File: config.mk
export PLATFORM = sky130hd
export DESIGN_NAME = serial_word_collector_flat
export DESIGN_NICKNAME = d
export VERILOG_FILES = /design/src/rtl/serial_word_collector_pkg.sv /design/src/rtl/serial_word_collector_if.sv /design/src/rtl/serial_word_collector_shift_accumulator.sv /design/src/rtl/serial_word_collector.sv /design/src/flat_wrapper.sv
export SDC_FILE = /design/constraint.sdc
export NUM_CORES = 1
export LEC_CHECK = 0
export BUFFER_PORTS_ARGS = -buffer_cell sky130_fd_sc_hd__buf_2
export CORE_MARGIN = 10
export CORE_UTILIZATION = 54
export DETAILED_ROUTE_END_ITERATION = 6
export MAX_ROUTING_LAYER = met4
export PLACE_DENSITY = 0.83
export SLEW_MARGIN = 40
export SYNTH_ARGS = -nofsm -noshare
export SYNTH_HDL_FRONTEND = slang
export SYNTH_SLANG_ARGS = --single-unit
File: constraint.sdc
create_clock -name clk -period 2.6 [get_ports clk]
set_input_delay 0 -clock clk [delete_from_list [all_inputs] [get_ports clk]]
set_output_delay 0 -clock clk [all_outputs]
set_load 0.005 [all_outputs]
File: src/rtl/serial_word_collector_pkg.sv
// Shared definitions for the serial word collector and the universal register.
package serial_collector_pkg;

  localparam int DEFAULT_WIDTH = 16;

  typedef enum logic {
    IDLE    = 1'b0,
    COLLECT = 1'b1
  } state_t;

  // Width of a counter that can hold 0..w inclusive.
  function automatic int COUNT_W(input int w);
    return $clog2(w + 1);
  endfunction

endpackage

File: src/rtl/serial_word_collector_if.sv
// Serial input, word handshake and status signals of the collector.
interface serial_word_collector_if
  import serial_collector_pkg::*;
#(
  parameter int WIDTH = DEFAULT_WIDTH
);
  localparam int CW = COUNT_W(WIDTH);

  logic             serial_in;
  logic             bit_valid;
  logic             start;
  logic             word_ready;
  logic             clear_overflow;
  logic [WIDTH-1:0] word_out;
  logic             word_valid;
  logic             busy;
  logic [CW-1:0]    bit_count;
  logic             overflow;

  modport master (
    output serial_in, bit_valid, start, word_ready, clear_overflow,
    input  word_out, word_valid, busy, bit_count, overflow
  );

  modport slave (
    input  serial_in, bit_valid, start, word_ready, clear_overflow,
    output word_out, word_valid, busy, bit_count, overflow
  );
endinterface

File: src/rtl/serial_word_collector_shift_accumulator.sv
// Direction-parameterised shift register; clear and shift on the same edge
// shifts into a zeroed register so the bit becomes the first of a new frame.
module serial_shift_accumulator #(
  parameter int WIDTH     = 16,
  parameter bit MSB_FIRST = 1'b0
) (
  input  logic             clk,
  input  logic             reset,
  input  logic             clr,
  input  logic             shiftEn,
  input  logic             serialIn,
  output logic [WIDTH-1:0] accNext
);
  logic [WIDTH-1:0] acc;
  logic [WIDTH-1:0] base;

  // Shifted value from either the current contents or a cleared register.
  always_comb begin
    base = clr ? '0 : acc;
    if (MSB_FIRST) accNext = {base[WIDTH-2:0], serialIn};
    else           accNext = {serialIn, base[WIDTH-1:1]};
  end

  // Accumulator register: shift wins over a bare clear.
  always_ff @(posedge clk or posedge reset) begin
    if (reset)        acc <= '0;
    else if (shiftEn) acc <= accNext;
    else if (clr)     acc <= '0;
  end
endmodule

File: src/rtl/serial_word_collector.sv
// Reassembles WIDTH-bit words from a serial bit stream and holds each one in
// a single-entry valid/ready buffer with a sticky overflow flag.
import serial_collector_pkg::*;

module serial_word_collector #(
  parameter int WIDTH     = DEFAULT_WIDTH,
  parameter bit MSB_FIRST = 1'b0
) (
  input logic              clk,
  input logic              reset,
  serial_word_collector_if.slave bus
);
  localparam int CW = COUNT_W(WIDTH);

  state_t           state, nextState;
  logic [CW-1:0]    count, nextCount;
  logic [WIDTH-1:0] accNext;
  logic [WIDTH-1:0] wordOut;
  logic             wordValid;
  logic             overflowFlag;
  logic             complete;
  logic             transfer;

  // start overrides completion so a pending last bit opens a new frame instead.
  assign complete = bus.bit_valid & ~bus.start & (count == CW'(WIDTH - 1));
  assign transfer = wordValid & bus.word_ready;

  serial_shift_accumulator #(
    .WIDTH     (WIDTH),
    .MSB_FIRST (MSB_FIRST)
  ) u_acc (
    .clk      (clk),
    .reset    (reset),
    .clr      (bus.start),
    .shiftEn  (bus.bit_valid),
    .serialIn (bus.serial_in),
    .accNext  (accNext)
  );

  // State and frame counter registers.
  always_ff @(posedge clk or posedge reset) begin
    if (reset) begin
      state <= IDLE;
      count <= '0;
    end else begin
      state <= nextState;
      count <= nextCount;
    end
  end

  // Next-state and next-count decode.
  always_comb begin
    nextState = state;
    nextCount = count;
    if (bus.start)          nextCount = bus.bit_valid ? CW'(1) : '0;
    else if (complete)      nextCount = '0;
    else if (bus.bit_valid) nextCount = count + CW'(1);
    case (state)
      IDLE:    if (bus.bit_valid) nextState = COLLECT;
      COLLECT: if (complete || (bus.start && !bus.bit_valid)) nextState = IDLE;
      default: nextState = IDLE;
    endcase
  end

  // Holding buffer and sticky overflow; a dropped word leaves word_out intact.
  always_ff @(posedge clk or posedge reset) begin
    if (reset) begin
      wordOut      <= '0;
      wordValid    <= 1'b0;
      overflowFlag <= 1'b0;
    end else begin
      if (complete && (!wordValid || transfer)) begin
        wordOut   <= accNext;
        wordValid <= 1'b1;
      end else if (transfer) begin
        wordValid <= 1'b0;
      end
      if (complete && wordValid && !transfer) overflowFlag <= 1'b1;
      else if (bus.clear_overflow)            overflowFlag <= 1'b0;
    end
  end

  assign bus.word_out   = wordOut;
  assign bus.word_valid = wordValid;
  assign bus.overflow   = overflowFlag;
  assign bus.bit_count  = count;
  assign bus.busy       = (state == COLLECT);
endmodule

File: src/flat_wrapper.sv
// flat-port wrapper written by rule: the top's interface ports become plain ports
module serial_word_collector_flat 
#(
  parameter int WIDTH     = DEFAULT_WIDTH,
  parameter bit MSB_FIRST = 1'b0
)
  (clk, reset, bus_serial_in, bus_bit_valid, bus_start, bus_word_ready, bus_clear_overflow, bus_word_out, bus_word_valid, bus_busy, bus_bit_count, bus_overflow);
  serial_word_collector_if #(.WIDTH(WIDTH)) bus_i ();
  input logic clk;
  input logic reset;
  input wire logic [$bits(bus_i.serial_in)-1:0] bus_serial_in;
  input wire logic [$bits(bus_i.bit_valid)-1:0] bus_bit_valid;
  input wire logic [$bits(bus_i.start)-1:0] bus_start;
  input wire logic [$bits(bus_i.word_ready)-1:0] bus_word_ready;
  input wire logic [$bits(bus_i.clear_overflow)-1:0] bus_clear_overflow;
  output wire logic [$bits(bus_i.word_out)-1:0] bus_word_out;
  output wire logic [$bits(bus_i.word_valid)-1:0] bus_word_valid;
  output wire logic [$bits(bus_i.busy)-1:0] bus_busy;
  output wire logic [$bits(bus_i.bit_count)-1:0] bus_bit_count;
  output wire logic [$bits(bus_i.overflow)-1:0] bus_overflow;
  assign bus_i.serial_in = bus_serial_in;
  assign bus_i.bit_valid = bus_bit_valid;
  assign bus_i.start = bus_start;
  assign bus_i.word_ready = bus_word_ready;
  assign bus_i.clear_overflow = bus_clear_overflow;
  assign bus_word_out = bus_i.word_out;
  assign bus_word_valid = bus_i.word_valid;
  assign bus_busy = bus_i.busy;
  assign bus_bit_count = bus_i.bit_count;
  assign bus_overflow = bus_i.overflow;
  serial_word_collector #(.WIDTH(WIDTH), .MSB_FIRST(MSB_FIRST)) u_core (.clk(clk), .reset(reset), .bus(bus_i));
endmodule
==> run metrics <==
Std-Cell Rows=20; Slew Limit Fails=0; TritonRoute pass-1 iters=4; CP max stage cell=or4b_2; slowest stage delay, CP=940 ps; initial detailed-routing violation count=68; critical path class=reg2reg; Synth top cells by count=dfrtp_1 (39), nor2_1 (16), mux2i_1 (15), nor2b_1 (15), mux2_4 (9); initial core utilization=56.0%; grt total ovfl=0; Worst Skew=8.55 ps; clk root buf=clkbuf_4; critical path's top delay family=simple AND/OR/NAND/NOR gates; Netlist Area Pre-Place=0.00171 mm2; Final Util=65.2%; CP Max Fanout=16; count leader, synth=dfrtp_1; Setup TNS Final=0 ps; average wire per cell in the routed design=15.0 um; Worst EP arrival=2510 ps; Post-CTS Setup Bufs=0; Post-Syn Instances=137; Final ANT Viol Nets=0; die area=0.00582 mm2; Die Width=76.3 um; worst-margin pin slew=535 ps; Post-synth top flop=dfrtp_1; synth top area cells=dfrtp_1 (57%), mux2i_1 (8.8%), mux2_4 (7.9%), nor2b_1 (5.5%), mux2_2 (4.0%); initial antenna violation count=0; TritonCTS Buffers=5; I/O pin count=31; vias=1,122; IO Port Bufs=30; first-pass GRT wire length=5620 um; P_leak=0.00110 uW; crit start category=register; synth warn=0; status=finished clean; Seq cells post-synth=39; Worst setup EP type=register; Post-DP HPWL=2290 um; Cell Area, Placed=0.00189 mm2; Max Fclk=440 MHz; EDFF count, synth=0; Synth area leader=dfrtp_1; post-cts gate resize count=0; share of layout cells above drive strength 1=32.0%; Setup Viol. Count Final=0; placer congestion estimate=0.765; Max-slew headroom=64.3%; cts-stage hold buffer count=5; vias in the first global route=1,217; Pwr Total=994 uW; class of the worst hold path=in2reg; Clock Pin Slew Worst Setup and Hold Paths=100 ps; syn avg cell area=12.5 um2; Synth cell types=28; fin crit share=87.4%; Tmin final=2270 ps; design area=0.00199 mm2; post-DR vias/cell=5.12; Die H=76.3 um; ys async rst share=100%; clk_lat worst skew=350 ps; number of fill cells=244; area added between synthesis and finish=16.3%; Max Cap Viol=0; WP buf/inv=0; largest net degree at the start of global routing=40; n_diodes=0; data required time at the worst endpoint=2840 ps; core area=0.00305 mm2; clk sinks=39; Synthesized Nets=145; RSZ-0062 raised after global routing=false; final hold vios=0; Cell Chain, Critical Path=ha_1, nand4_2, or4b_2, mux2_4; total power per unit cell area=500 mW/mm2; Remaining DRCs=0; register area share after synthesis=57.1%; CTS HTree Levels=2; worst hold slack=69.0 ps; drt total wl=3290 um; Peak VDD IR=0.350 mV; Final #Nets=182; CTS tree=built; maximum clock insertion buffer count=2; Global Route Usage Sum=12.0%; top cell type's share of synthesized area=57.1%
==> power breakdown <==
part	total, uW	internal [uW]	switching (uW)	leakage [uW]
Clock	299	106	193	0.0000293
Sequential	625	615	9.96	0.000532
Combinational	70.3	28.6	41.7	0.000542
Total	994	749	245	0.00110
==> cell families (layout without fill, tap and decap cells) <==
group / count (synthesis) / in the layout / share of synthesized area, %
adders and majority gates: 1 / 1 / 0.731
muxes: 30 / 30 / 20.6
buffers and inverters: 12 / 50 / 3.73
AOI/OAI and AO/OA: 7 / 7 / 2.56
DFF: 39 / 39 / 57.1
and+or+nand+nor: 46 / 46 / 14.3
xor gates and xnor gates: 2 / 2 / 1.02
==> registers in the layout, indices dropped and copies added, names as in the netlist <==
| register | count |
|---|---|
| u_core.bus.overflow | 1 |
| u_core.bus.busy | 1 |
| u_core.bus.bit_count | 5 |
| u_core.bus.word_valid | 1 |
| u_core.bus.word_out | 16 |
| u_core.u_acc.acc | 15 |
==> cells in the final DEF, fill, tap and decap left out, drive strengths merged <==
cell	count
dfrtp	39
buf	33
nor2	16
nor2b	15
mux2i	15
mux2	15
clkbuf	7
nand2	5
dlygate4sd3	5
inv	4
a21oi	3
nand2b	2
nand3	2
nand4b	1
xor2	1
a41oi	1
a311oi	1
nand4	1
or4b	1
nor3	1
o21ai	1
or3	1
o22ai	1
and3	1
xnor2	1
ha	1
clkinv	1
==> worst paths after layout <==
kind	from	slack, ps	cells after the start	end
max	u_core.bus.bit_count[1]$_DFFE_PP0P_	330	4	u_core.bus.word_out[5]$_DFFE_PP0P_
min	bus_bit_valid	70	3	u_core.bus.bit_count[4]$_DFFE_PP0P_
max reg2reg	u_core.bus.bit_count[1]$_DFFE_PP0P_	330	4	u_core.bus.word_out[5]$_DFFE_PP0P_
min reg2reg	u_core.bus.busy$_DFF_PP0_	490	1	u_core.bus.busy$_DFF_PP0_
max in group asynchronous	reset	1970	4	u_core.bus.word_out[13]$_DFFE_PP0P_
min in group asynchronous	reset	300	4	u_core.bus.word_out[0]$_DFFE_PP0P_
==> through the flow <==
step                      worst slack, ps  instances
final                                 328        219
after global routing                  249        219
after CTS                             335        219
after detailed placement              346        206
after global placement                455        206
after floorplan                       687        137
==> area by class of cell <==
cell class	instances	area [um2]	share of cell area (%)
clock buffers	7	45.0	2.26
clock inverters	1	5.00	0.252
inverters	4	15.0	0.755
multi-input cells	86	671	33.7
flip-flops and latches	39	976	49.1
well taps	44	55.1	2.77
repair buffers	38	223	11.2
==> metal layers <==
layer / routed length (um) / global-route usage [%]
met5: 0 / -
met2: 1640 / 19.9
met4: 45 / 3.90
met3: 201 / 4.83
met1: 1400 / 12.9
==> worst register-to-register path, delay by kind of cell, from the launching register on <==
| family | cells | cell delay [ps] |
|---|---|---|
| and+or+nand+nor | 2 | 1090 |
| DFF | 1 | 440 |
| muxes | 1 | 400 |
| adders and majority gates | 1 | 240 |
Power figures use the tool's default switching activity.
